`config.mk`:
```
export PLATFORM = sky130hd
export DESIGN_NAME = mem_arbiter
export DESIGN_NICKNAME = d
export VERILOG_FILES = /design/src/rtl/mem_arbiter.sv
export SDC_FILE = /design/constraint.sdc
export NUM_CORES = 1
export LEC_CHECK = 0
export ABC_CLOCK_PERIOD_IN_PS = 4800
export BUFFER_PORTS_ARGS = -buffer_cell sky130_fd_sc_hd__buf_4
export CAP_MARGIN = 40
export CORE_AREA = 2 2 342 344
export DETAILED_ROUTE_END_ITERATION = 6
export DIE_AREA = 0 0 344 346
export PLACE_DENSITY = 0.3
export SYNTH_ARGS = -nofsm -noshare
export SYNTH_HDL_FRONTEND = slang
export SYNTH_SLANG_ARGS = --single-unit
```
`constraint.sdc`:
```
create_clock -name clk -period 4.8 [get_ports clk]
set_clock_uncertainty 0.2 [all_clocks]
set_input_delay 0.72 -clock clk [delete_from_list [all_inputs] [get_ports clk]]
set_output_delay 0.72 -clock clk [all_outputs]
set_load 0.01 [all_outputs]
```
`src/rtl/mem_arbiter.sv`:
```
// Round-robin arbiter sharing one main-memory port between icache and dcache.
// Grants one line transfer at a time, inserts a release cycle after every ack, and aborts stalled
// transfers with a watchdog.
module mem_arbiter #(
  parameter int unsigned TIMEOUT_CYCLES = 255,
  parameter int unsigned AddrWidth      = 32,
  parameter int unsigned DataWidth      = 128
) (
  input  logic                 clk,
  input  logic                 rst_n,
  input  logic [AddrWidth-1:0] icache2arb_addr_i,
  input  logic [DataWidth-1:0] icache2arb_w_data_i,
  input  logic                 icache2arb_w_en_i,
  input  logic                 icache2arb_req_i,
  output logic [DataWidth-1:0] arb2icache_r_data_o,
  output logic                 arb2icache_ack_o,
  input  logic [AddrWidth-1:0] dcache2arb_addr_i,
  input  logic [DataWidth-1:0] dcache2arb_w_data_i,
  input  logic                 dcache2arb_w_en_i,
  input  logic                 dcache2arb_req_i,
  output logic [DataWidth-1:0] arb2dcache_r_data_o,
  output logic                 arb2dcache_ack_o,
  output logic [AddrWidth-1:0] arb2mem_addr_o,
  output logic [DataWidth-1:0] arb2mem_w_data_o,
  output logic                 arb2mem_w_en_o,
  output logic                 arb2mem_req_o,
  input  logic [DataWidth-1:0] mem2arb_r_data_i,
  input  logic                 mem2arb_ack_i,
  output logic [1:0]           gnt_o,
  output logic                 err_timeout_o
);

  localparam int unsigned WdWidth =
      (TIMEOUT_CYCLES > 0) ? $clog2(TIMEOUT_CYCLES + 1) : 1;

  typedef enum logic [1:0] {StIdle, StBusy, StRelease} state_e;

  state_e               state_q, state_d;
  logic                 ptr_q, ptr_d;  // 1 = dcache preferred
  logic [1:0]           gnt_q, gnt_d;
  logic [WdWidth-1:0]   wd_q, wd_d;
  logic                 err_q, err_d;
  logic [AddrWidth-1:0] addr_q, addr_d;
  logic [DataWidth-1:0] wdata_q, wdata_d;
  logic                 wen_q, wen_d;
  logic                 req_q, req_d;
  logic                 timeout;
  logic                 pick_d;
  logic [DataWidth-1:0] fwd_rdata;

  assign timeout = (TIMEOUT_CYCLES != 0) && (state_q == StBusy) &&
                   (32'(wd_q) + 32'd1 == TIMEOUT_CYCLES);

  // A genuine ack in the timeout cycle wins and carries real data.
  assign fwd_rdata = (timeout && !mem2arb_ack_i) ? '0 : mem2arb_r_data_i;

  always_comb begin
    state_d = state_q;
    ptr_d   = ptr_q;
    gnt_d   = gnt_q;
    wd_d    = wd_q;
    err_d   = err_q;
    addr_d  = addr_q;
    wdata_d = wdata_q;
    wen_d   = wen_q;
    req_d   = req_q;
    pick_d  = 1'b0;
    unique case (state_q)
      StIdle: begin
        if (icache2arb_req_i || dcache2arb_req_i) begin
          pick_d  = (icache2arb_req_i && dcache2arb_req_i) ? ptr_q : dcache2arb_req_i;
          gnt_d   = pick_d ? 2'b10 : 2'b01;
          addr_d  = pick_d ? dcache2arb_addr_i : icache2arb_addr_i;
          wdata_d = pick_d ? dcache2arb_w_data_i : icache2arb_w_data_i;
          wen_d   = pick_d ? dcache2arb_w_en_i : icache2arb_w_en_i;
          req_d   = 1'b1;
          wd_d    = '0;
          state_d = StBusy;
        end
      end
      StBusy: begin
        wd_d = wd_q + WdWidth'(1);
        if (mem2arb_ack_i || timeout) begin
          ptr_d   = gnt_q[0];
          gnt_d   = 2'b00;
          addr_d  = '0;
          wdata_d = '0;
          wen_d   = 1'b0;
          req_d   = 1'b0;
          if (!mem2arb_ack_i) err_d = 1'b1;
          state_d = StRelease;
        end
      end
      StRelease: state_d = StIdle;
      default:   state_d = StIdle;
    endcase
  end

  always_ff @(posedge clk or negedge rst_n) begin
    if (!rst_n) begin
      state_q <= StIdle;
      ptr_q   <= 1'b1;
      gnt_q   <= 2'b00;
      wd_q    <= '0;
      err_q   <= 1'b0;
      addr_q  <= '0;
      wdata_q <= '0;
      wen_q   <= 1'b0;
      req_q   <= 1'b0;
    end else begin
      state_q <= state_d;
      ptr_q   <= ptr_d;
      gnt_q   <= gnt_d;
      wd_q    <= wd_d;
      err_q   <= err_d;
      addr_q  <= addr_d;
      wdata_q <= wdata_d;
      wen_q   <= wen_d;
      req_q   <= req_d;
    end
  end

  // gnt_q is non-zero only in BUSY, so it alone gates the response ports.
  assign arb2icache_r_data_o = gnt_q[0] ? fwd_rdata : '0;
  assign arb2icache_ack_o    = gnt_q[0] & (mem2arb_ack_i | timeout);
  assign arb2dcache_r_data_o = gnt_q[1] ? fwd_rdata : '0;
  assign arb2dcache_ack_o    = gnt_q[1] & (mem2arb_ack_i | timeout);

  assign arb2mem_addr_o   = addr_q;
  assign arb2mem_w_data_o = wdata_q;
  assign arb2mem_w_en_o   = wen_q;
  assign arb2mem_req_o    = req_q;
  assign gnt_o            = gnt_q;
  assign err_timeout_o    = err_q;

endmodule

```
======== Yosys cells after proc, flatten, opt, wreduce, memory -nomap -nowiden ========
Cells that the tools add are included.
word-level totals
  output and inout bits ................... 423
  memory bits (read-only) ................. 0
  memories ................................ 0
  RAM bits ................................ 0
  latch bits .............................. 0
  flip-flop bits (word level) ............. 176
  logic and storage cells ................. 59
  bits of input ports ..................... 455
operators by class
  div/mod/pow operators ................... 0
  eq/ne operators ......................... 4
  multipliers ............................. 0
  shift operators ......................... 0
  add/subtract/negate cells ............... 2
  reductions and logical operators ........ 13
  magnitude comparators ................... 0
  multiplexer cells ....................... 27
  bitwise operators ....................... 4
operators by type and width
  operator             count
  $mux 128             6
  $pmux 128 s2         1
  $mux 32              3
  $pmux 32 s2          1
  $pmux 8 s2           1
  $mux 2               5
  $add 8x1->9 const B  1
  $eq 9x8->1 const B   1
  $add 8x1->8 const B  1
  $mux 8               1
  $pmux 2 s2           2
  $reduce_and 2->1     3
  $reduce_and 3->1     2
  $mux 1               5
  $pmux 1 s2           2
  $logic_and 1x1->1    3
  $and 1x1->1          2
  $eq 2x1->1 const B   1
  $logic_not 2->1      1
  $logic_or 1x1->1     2
  $ne 2x1->1 const B   1
  $ne 2x2->1 const B   1
  $reduce_bool 2->1    1
  $logic_not 1->1      1
  other kinds (2)      2

======== Depth between registers and ports, before layout ========
Gate-level depths: netlist of run 1.
  depth after elaboration ................. 6
  gate-level depth with buffers ........... 8
  mapped depth without buffers ............ 6

======== Worst setup path after synthesis of run 1 ========
OpenSTA, ideal clock, no wires.
  kind .................................... register to output
  start point ............................. register wd_q[0]
  end point ............................... output port arb2dcache_r_data_o[0]
  path slack .............................. 2.082 ns
  buffers on the path ..................... 2
  arrival ................................. 1.798 ns
  cell stages (with the launch flop) ...... 8
  data required time ...................... 3.880 ns
  cells stage by stage .................... dfrtp_1 -> ha_1 -> xnor2_1 -> nor4_4 -> nand3b_2 -> buf_2 -> clkbuf_1 -> and3_1
on the way
  longest elaborated chain between the ends .. 6
RTL lines
  element                   line  source
  start: declaration        41    logic [WdWidth-1:0] wd_q, wd_d;
  start signal: assignment  114   wd_q <= wd_d;
  $add 8x1->9               52    (32'(wd_q) + 32'd1 == TIMEOUT_CYCLES);
  $eq 9x8->1                52
  $logic_and 1x1->1         51    assign timeout = (TIMEOUT_CYCLES != 0) && (state_q == StBusy) &&
  $logic_and 1x1->1         55    assign fwd_rdata = (timeout && !mem2arb_ack_i) ? '0 : mem2arb_r_data_i;
  $mux 128                  55
  $mux 128                  126   assign arb2dcache_r_data_o = gnt_q[1] ? fwd_rdata : '0;
  end: declaration          21    output logic [DataWidth-1:0] arb2dcache_r_data_o,
No other way between the ends.

======== Final worst setup path of run 1 ========
  start point ............................. register wd_q[0]
  end point ............................... output port arb2icache_r_data_o[90]
on the way
  longest elaborated chain between the ends .. 6
RTL lines
  element            line  source
  $add 8x1->9        52
  $eq 9x8->1         52
  $logic_and 1x1->1  51
  $logic_and 1x1->1  55
  $mux 128           55
  $mux 128           124   assign arb2icache_r_data_o = gnt_q[0] ? fwd_rdata : '0;
  end: declaration   15    output logic [DataWidth-1:0] arb2icache_r_data_o,
No other way between the ends.

==> summary.txt, run 1 <==
GRT
  – Initial antenna violation count: 62
  – Vias in the first global route: 13.7k
  – GRT Total Usage: 0.135
  – Met3 Usage GRT: 0.0335
  – GR peak layer: met2
  – Met1 Use GR: 0.130
  – Global-route wire length before repair: 112000 um
  – Met2 usage: 0.262
  – Global route overflow: 0
  – Largest net degree at the start of global routing: 258

Route
  – Routed vias/inst: 3.68
  – DR iter-0 viols: 775
  – Post-route ant nets: 0
  – Wire length per cell: 23.4 um
  – Vias: 13.4k
  – WL final: 85100 um
  – First-pass DRT Iterations: 5
  – DRC: 0

Synthesis
  – Synth Instances: 1298
  – Post-synthesis register bit count: 176
  – Register area share after synthesis: 0.427
  – Synth async-reset ratio: 1.00
  – Post-synth EDFFs: 0
  – Synth Flop Type: dfrtp_1
  – Synth Cell Area: 10300 um^2
  – Synth unique cells: 39
  – Mapped Nets: 1755
  – Syn Area/Cell: 7.95 um^2
  – Synthesis warning total: 0

Place
  – Detailed Place HPWL: 68400 um
  – GP Congestion: 0.878
  – I/O Buffers: 877

Clock network
  – Root buf cell: clkbuf_16
  – Hold-fix buffers, CTS: 1
  – Post-CTS setup buffers: 0
  – Number of CTS-inserted buffers: 17
  – Post-cts gate resize count: 0
  – CTS sink count: 176
  – TritonCTS clock tree: done
  – Htree depth: 4
  – Clk buf depth: 2
  – Worst-Skew Late Latency: 0.48 ns
  – Reg clk slew, reported paths: 0.08 ns

Final layout
  – Share of layout cells above drive strength 1: 0.455
  – Finished Core Util: 0.168
  – FILL cells: 13.3k
  – Register Area: 4410 um^2
  – Final net count: 2541
  – Area growth syn-to-layout: 88.0%
  – Multi-input logic area: 5330 um^2

Pwr
  – Leakage: 0.00975 uW
  – Internal power: 5690 uW
  – Switching Fraction: 0.426
  – Clock power frac: 0.156
  – Overall Power: 9900 uW
  – VDD IR max: 0.240 mV
  – Power per cell area: 511 nW/um^2
  – Combinational power share: 0.567
  – Sequential fraction of design power: 0.276
  – Psw: 4220 uW

STA
  – Period utilisation layout: 0.799
  – Tmin final: 3.84 ns
  – Final setup fails: 0
  – Slew margin rel.: 0.107
  – Worst Tran Pin Value: 1.34 ns
  – RSZ-0062 raised after global routing: false
  – Setup TNS Final: 0 ns
  – Max Fclk: 261 MHz
  – Final Hold Vio Count: 0
  – Final max-slew violation count: 0

Worst setup path
  – Critical Path Source Type: flop
  – Worst endpoint data arrival time: 2.92 ns
  – Required time of the critical path: 3.88 ns
  – Kind of critical path: reg2out
  – Critical Path End Type: output pin
  – Crit Path Max Fanout: 257

Run
  – Max-Cap Viols: 0

Floorplan
  – Die Area: 119000 um^2
  – IO Pins: 878
  – Die Wd: 344 um
  – Core Rows: 125
  – Starting Density: 0.0894
  – Core Region: 115000 um^2
  – Die Ht: 346 um

Run status
  – Status: complete, no violations

Min path
  – Hold crit path type: reg2reg
## cell usage after synthesis (2+ instances only)
cell type | count | area (um^2)
nand2_1 | 331 | 1240
and3_1 | 258 | 1610
dfrtp_1 | 175 | 4380
nor2_1 | 166 | 623
a311oi_1 | 161 | 1410
clkbuf_1 | 108 | 405
buf_2 | 36 | 180
o21ai_0 | 10 | 50.1
a21oi_1 | 7 | 35.0
and2_1 | 4 | 25.0
inv_1 | 4 | 15.0
nand2b_1 | 4 | 25.0
nand3_1 | 4 | 20.0
ha_1 | 2 | 25.0
o21a_1 | 2 | 15.0
o31ai_1 | 2 | 15.0
xnor2_1 | 2 | 17.5
## state kept, by name, summed over array words and instances (netlist names)
register / flops
err_timeout_o: 1
arb2mem_req_o: 1
wd_q: 8
ptr_q: 1
state_q: 2
arb2mem_w_en_o: 1
arb2mem_w_data_o: 128
arb2mem_addr_o: 32
gnt_o: 2
## cells in the final DEF, fill, tap and decap left out, types with 2 or more instances in the layout
cell        count
clkbuf_16      17
buf_4         896
inv_1           4
nor2_1        166
and3_1        258
o21a_1          2
xnor2_1         2
diode_2        27
o31ai_1         2
nand2_1       330
nand2b_1        4
a311oi_1      161
nor3_4          2
buf_12         10
a21oi_1         7
clkinvlp_4      2
ha_1            2
and2_1          3
clkbuf_8        2
nand3_1         4
buf_16          4
o21ai_0        10
inv_6           2
dfrtp_4         2
bufinv_16       3
dfrtp_1       173
## kinds of logic (layout without fill, tap and decap cells)
logic type	count (synthesis)	in the layout	share of synthesized area
and+or+nand+nor	777	777	0.354
AOI/OAI and AO/OA	190	190	0.154
DFF	176	176	0.427
buffers and inverters	150	945	0.0593
adders and majority gates	2	2	0.00243
xor gates and xnor gates	2	2	0.00170
muxes	1	1	0.00109
other	0	27	0
## area by class of cell
type,instances,share of cell area
clock inverter,9,0.00703
clock buffer,19,0.0228
antenna,27,0.00348
timing repair buffer,913,0.365
multi-input combinational,972,0.275
tap,1524,0.0983
inverter,4,0.000774
sequential,176,0.228
## power by group through the flow
stage	registers [uW]	clock network, uW	logic [uW]
floorplan	2900	0	2120
global placement	2910	0	5500
detailed placement	2750	0	5730
CTS	2740	1640	5720
global route	2830	1670	6040
finish	2730	1550	5620
## per-layer routing
layer / wire, um / vias up
met2: 47600 / 616
met4: 2740 / 2
met5: 13 / -
met3: 5450 / 114
li1: - / 6169
met1: 29300 / 6513
## critical path, stage by stage, from the launching register on
cell	delay, ns
dfrtp_1	0.43
ha_1	0.29
xnor2_1	0.34
nor4_4	0.11
nand3b_4	0.11
buf_12	0.60
and3_1	0.29
buf_4	0.13
## path summary, 6_finish.rpt
| check | from | to | slack [ns] | depth (start not counted) |
|---|---|---|---|---|
| max | wd_q[0] | arb2icache_r_data_o[90] | 0.96 | 7 |
| min | err_timeout_o | err_timeout_o | 0.28 | 1 |
| max reg2reg | wd_q[0] | arb2mem_w_data_o[61] | 2.00 | 6 |
| min reg2reg | err_timeout_o | err_timeout_o | 0.28 | 1 |
| max in group asynchronous | rst_n | arb2mem_addr_o[24] | 2.86 | 4 |
| min in group asynchronous | rst_n | arb2mem_w_data_o[95] | 0.44 | 2 |
## through the flow
step           cell area [um^2]  setup slack (ns)  hold WS (ns)  std cells
2_1_floorplan             10300              2.08         0.224       1298
3_3_place_gp              18600              1.49         0.262       3583
3_5_place_dp              18700              1.57         0.257       3588
4_1_cts                   19300             0.983         0.228       3617
5_1_grt                   19400             0.811         0.253       3643
6_report                  19400             0.964         0.280       3644
Power figures use the tool's default switching activity.
==> inputs of run 2 (changes only) <==
Settings changed: ABC_CLOCK_PERIOD_IN_PS 4800 to 3200.
Clock period 4.8 ns to 3.2 ns, I/O delays scaled along.
==> summary.txt, run 2 (synthesized netlist as in run 1, its figures left out) <==
GRT
  – Initial antenna violation count: 55 (-11%)
  – Global route overflow: 0 (unchanged)
  – GRT Total Usage: 0.145 (+0.00957)
  – Vias in the first global route: 15.7k (+15%)
  – Largest net degree at the start of global routing: 72 (-72%)
  – Global-route wire length before repair: 122000 um (+8.9%)

Clock network
  – Root buf cell: clkbuf_16
  – TritonCTS clock tree: done
  – Clk buf depth: 2 (unchanged)
  – Htree depth: 4 (unchanged)
  – CTS sink count: 176 (unchanged)
  – Worst-Skew Late Latency: 0.51 ns (+0.03 ns)
  – Number of CTS-inserted buffers: 17 (unchanged)
  – Reg clk slew, reported paths: 0.07 ns (about the same)

Worst setup path
  – Critical Path End Type: output pin
  – CP dominant cell by count: buf_4
  – Top Family by Delay on Critical Path: simple AND/OR/NAND/NOR gates
  – Crit path from: wd_q[0]
  – Crit path cell chain: inv_1, ha_2, nand3_4, nor4_4, nand3b_4, buf_4, clkbuf_16, and3_1, buf_4
  – Crit Path Max Fanout: 33 (-87%)
  – Worst r2r src: wd_q[0]
  – Required time of the critical path: 2.52 ns (-1.36 ns)
  – Worst path bufs/invs: 4 (+2)
  – Kind of critical path: reg2out
  – Critical Path Source Type: flop
  – Worst endpoint data arrival time: 2.51 ns (-0.41 ns)
  – Critical path's slowest cell: dfrtp_1
  – CP peak stage delay: 0.41 ns (-0.19 ns)

Final layout
  – Design Area, Final: 23400 um^2 (+21%)
  – Most common cell after layout, fill and taps aside: buf_4
  – Most frequent cells in the layout: buf_4 (883), nand2_1 (330), dlygate4sd3_1 (301), and3_1 (211), dfrtp_1 (172)
  – Share of layout cells above drive strength 1: 0.432 (-0.0225)
  – Final net count: 2891 (+14%)
  – FILL cells: 13.1k (-1.2%)
  – Max reg flops: 128 (unchanged)
  – Area growth syn-to-layout: 127%

Floorplan
  – Die Area: 119000 um^2 (unchanged)
  – Core Region: 115000 um^2 (unchanged)
  – IO Pins: 878 (unchanged)
  – Die Ht: 346 um (unchanged)
  – Starting Density: 0.0894 (unchanged)
  – Core Rows: 125 (unchanged)
  – Die Wd: 344 um (unchanged)

Pwr
  – Power per cell area: 706 nW/um^2 (+38%)
  – Leakage: 0.0113 uW (+16%)
  – VDD IR max: 0.419 mV (+75%)

Route
  – WL final: 92100 um (+8.2%)
  – Wire length per cell: 23.1 um (-0.98%)
  – Routed vias/inst: 3.80 (+3.3%)
  – DR iter-0 viols: 720 (-7.1%)
  – First-pass DRT Iterations: 7 (+2)
  – DRC: 0 (unchanged)
  – Vias: 15.1k (+13%)
  – Post-route ant nets: 0 (unchanged)

STA
  – RSZ-0062 raised after global routing: true
  – Setup TNS Final: 0 ns (unchanged)
  – Final Hold Vio Count: 0 (unchanged)
  – Slew margin rel.: 0.513 (+0.406)
  – Final max-slew violation count: 0 (unchanged)
  – Tmin final: 3.19 ns
  – Period utilisation layout: 0.997
  – Max Fclk: 313 MHz
  – Final setup fails: 0 (unchanged)
  – WHS: 0.0662 ns (-0.214 ns)
  – Worst Tran Pin Value: 0.730 ns (-0.609 ns)

Min path
  – Hold crit path type: in2reg
  – Hold Crit Start: dcache2arb_w_data_i[107]

Run status
  – Status: complete, no violations

Place
  – I/O Buffers: 877 (unchanged)
  – Placed Area: 18900 um^2 (+0.90%)
  – Detailed Place HPWL: 69600 um (+1.8%)
  – GP Congestion: 0.887 (+1.1%)

Run
  – Max-Cap Viols: 0 (unchanged)
## run 2: layout make-up
cell class                 instances  area [um^2]  area share
clock buffer                      21          470      0.0201
clock inverter                    11         81.3     0.00348
inverter                           4         15.0    0.000642
multi-input combinational        972         5590       0.239
timing repair buffer            1263        10900       0.465
sequential                       176         4410       0.189
tap                             1524         1910      0.0815
antenna                           12         30.0     0.00128
## run 2: metal layers
| layer | global-route usage | routed length, um |
|---|---|---|
| met3 | 0.0295 | 5140 |
| met2 | 0.292 | 52600 |
| met5 | 0 | 0 |
| met4 | 0.0472 | 2590 |
| met1 | 0.144 | 31800 |
## run 2: tightest hold or removal path, cell delays in order
cell	delay, ns
buf_4	0.12
nand2_1	0.06
a311oi_1	0.09
## run 2: repair_timing
| item | in CTS | in global routing |
|---|---|---|
| pin swaps | 2 | 19 |
| gates resized for setup | 14 | 96 |
| gates cloned | 5 | 10 |
| setup buffers | 7 | 4 |
| hold buffers | 301 | 0 |
| endpoints found under the hold margin | 221 | 0 |
| endpoints found under the setup margin | 256 | 275 |
## run 2: report_power, final
part	switching [uW]	leakage, uW	internal, uW	total [uW]
clock	1090	0.000255	1060	2150
sequential	930	0.00206	3270	4200
combinational	4690	0.00901	5480	10200
total	6710	0.0113	9810	16500
## run 2: path summary, 6_finish.rpt
check / slack [ns] / end / depth (start not counted)
worst max-delay path: 0.01 / arb2dcache_r_data_o[66] / 9
worst min-delay path: 0.07 / arb2mem_w_data_o[107] / 3
min in group asynchronous: 0.33 / arb2mem_w_data_o[87] / 2
max in group asynchronous: 1.61 / arb2mem_w_data_o[45] / 3
worst min register to register: 0.28 / err_timeout_o / 1
worst max register to register: 0.22 / arb2mem_w_data_o[86] / 10
## run 2: metrics by stage
| step | instances | util | power, uW | worst slack, ns |
|---|---|---|---|---|
| after floorplan | 1298 | - | 7540 | 0.722 |
| after global placement | 3612 | 0.164 | 12800 | 0.218 |
| after detailed placement | 3612 | 0.164 | 12800 | 0.213 |
| after CTS | 3957 | 0.197 | 16500 | -0.0737 |
| after global routing | 3982 | 0.203 | 17600 | -0.106 |
| final | 3983 | 0.203 | 16500 | 0.00953 |
==> inputs of run 3 (changes only) <==
Settings changed: ABC_CLOCK_PERIOD_IN_PS 3200 to 2700.
Clock period 3.2 ns to 2.7 ns, I/O delays scaled along.
==> summary.txt, run 3 (synthesized netlist as in run 1, its figures left out) <==
Run status
  – Status: finished with violations
  – Failing checks: negative setup slack

Worst setup path
  – Crit path from: wd_q[0]
  – Worst r2r src: wd_q[1]
  – Crit Path Max Fanout: 16 (-52%)
  – Worst endpoint data arrival time: 2.45 ns (-0.06 ns)
  – Cells on worst reg2reg path: 10 (unchanged)
  – Crit Reg-Reg Endpoint: arb2mem_w_data_o[115]
  – Kind of critical path: reg2out
  – Critical Path End Type: output pin
  – Required time of the critical path: 2.10 ns (-0.42 ns)
  – Critical Path Source Type: flop
  – R2R setup slack: 0.31 ns (+0.09 ns)

GRT
  – Global route overflow: 0 (unchanged)
  – GRT Total Usage: 0.144 (-0.00118)
  – Vias in the first global route: 15.9k (+1.2%)
  – Initial antenna violation count: 44 (-20%)
  – Global-route wire length before repair: 122000 um (-0.13%)
  – Largest net degree at the start of global routing: 65 (-9.7%)

STA
  – Max Fclk: 327 MHz
  – Setup TNS Final: -77.90 ns (-77.90 ns)
  – RSZ-0062 raised after global routing: true
  – PnR worst setup slack: -0.356 ns (-0.365 ns)
  – Worst Tran Pin Value: 0.715 ns (-0.0152 ns)
  – Final Hold Vio Count: 0 (unchanged)
  – Slew margin rel.: 0.523 (+0.0101)
  – Final max-slew violation count: 0 (unchanged)
  – Tmin final: 3.06 ns
  – Final setup fails: 258 (+258)
  – Period utilisation layout: 1.13

Pwr
  – Overall Power: 18900 uW (+15%)
  – Sequential fraction of design power: 0.259 (+0.004)
  – Power per cell area: 785 nW/um^2 (+11%)
  – VDD IR max: 0.289 mV (-31%)
  – Clock power frac: 0.146 (+0.016)
  – Internal power: 11000 uW (+12%)
  – Switching Fraction: 0.418 (+0.0119)
  – Combinational power share: 0.595 (-0.020)
  – Leakage: 0.0115 uW (+1.8%)
  – Psw: 7920 uW (+18%)

Clock network
  – Clk buf depth: 2 (unchanged)
  – TritonCTS clock tree: done
  – Number of CTS-inserted buffers: 17 (unchanged)
  – Root buf cell: clkbuf_16
  – CTS sink count: 176 (unchanged)
  – Htree depth: 4 (unchanged)
  – Reg clk slew, reported paths: 0.08 ns (about the same)
  – Worst-Skew Late Latency: 0.51 ns (about the same)

Route
  – DRC: 0 (unchanged)
  – Wire length per cell: 22.5 um (-2.8%)
  – DR iter-0 viols: 766 (+6.4%)
  – WL final: 90200 um (-2.1%)
  – Post-route ant nets: 0 (unchanged)
  – Vias: 15.1k (-0.46%)
  – First-pass DRT Iterations: 5 (-2)
  – Routed vias/inst: 3.76 (-1.1%)

Place
  – Detailed Place HPWL: 70400 um (+1.1%)
  – GP Congestion: 0.898 (+1.2%)
  – Pre-CTS WS: 0.0356 ns (-0.177 ns)
  – I/O Buffers: 877 (unchanged)

Final layout
  – Area growth syn-to-layout: 134%
  – Most frequent cells in the layout: buf_4 (859), nand2_1 (330), dlygate4sd3_1 (319), and3_1 (174), dfrtp_1 (172)
  – Share of layout cells above drive strength 1: 0.447 (+0.0145)
  – Finished Core Util: 0.209 (+0.00639)
  – Most common cell after layout, fill and taps aside: buf_4
  – Max reg flops: 128 (unchanged)
  – Final net count: 2918 (+0.93%)

Floorplan
  – Die Wd: 344 um (unchanged)
  – Die Ht: 346 um (unchanged)
  – Die Area: 119000 um^2 (unchanged)
  – Core Region: 115000 um^2 (unchanged)
  – Core Rows: 125 (unchanged)
  – IO Pins: 878 (unchanged)
  – Starting Density: 0.0894 (unchanged)

Min path
  – Hold crit path type: in2reg
  – Hold Path Depth: 3 (unchanged)
  – Hold EP: arb2mem_w_data_o[114]
  – Hold Crit Start: dcache2arb_w_data_i[114]

Run
  – Max-Cap Viols: 0 (unchanged)
[run 3: cell types whose count changed in the layout (fill, tap and decap cells not counted), moves of 5 or more]
cell	before	now
and3_1	211	174
and3_4	47	84
buf_6	47	67
buf_12	17	29
clkinvlp_4	6	1
dlygate4sd3_1	301	319
buf_4	883	859
[run 3: power groups by stage]
stage,clock network [uW],registers (uW),logic (uW)
after floorplan,0,5160,3770
after global placement,0,4890,10500
after detailed placement,0,4910,10500
after CTS,2950,4890,10900
after global routing,3000,5090,12100
final,2770,4910,11300
[run 3: area by class of cell]
cell class	instances	area (um^2)
antenna	13	32.5
multi-input combinational	972	5810
sequential	176	4410
clock inverter	11	130
inverter	4	15.0
fill	12893	91300
timing repair buffer	1290	11400
tap	1524	1910
clock buffer	20	457
[run 3: layer usage]
layer  part of all wire  wire [um]  vias up  global-route usage
met4              0.029       2650        0              0.0585
met5                  0          0        -                   0
met3              0.052       4710      125              0.0265
met1               0.35      31400     7422               0.145
met2               0.57      51400      598               0.283
li1                   -          -     6930                   -
[run 3: worst max-delay path, cell delays in order (launching register included)]
cell,delay (ns)
dfrtp_2,0.44
ha_4,0.19
xnor2_4,0.13
nor4_4,0.29
nand3b_4,0.19
buf_12,0.20
buf_16,0.15
and3_1,0.21
buf_4,0.15
[run 3: what timing repair did]
action	in CTS	in global routing
gates cloned	6	8
hold endpoints to repair	203	0
pin swaps	2	31
setup buffers	7	3
hold buffers	319	0
setup endpoints to repair	258	258
resized for setup	25	159
[run 3: stage by stage]
stage | std cells | instance area, um^2 | hold slack [ns]
final | 4010 | 24100 | 0.0664
after global routing | 4006 | 24100 | 0.0402
after CTS | 3989 | 23200 | 0.00819
after detailed placement | 3626 | 19100 | 0.242
after global placement | 3626 | 19100 | 0.248
after floorplan | 1298 | 10300 | -0.0906
[run 3: worst max-delay path by stage]
stage                               end  slack [ns]  cells after the start
2_1_floorplan    arb2dcache_r_data_o[0]        0.30                      7
3_3_place_gp    arb2icache_r_data_o[55]       0.006                      7
3_5_place_dp    arb2icache_r_data_o[55]        0.04                      7
4_1_cts         arb2icache_r_data_o[67]       -0.40                      9
5_1_grt         arb2icache_r_data_o[15]       -0.45                      8
6_report       arb2icache_r_data_o[106]       -0.36                      8
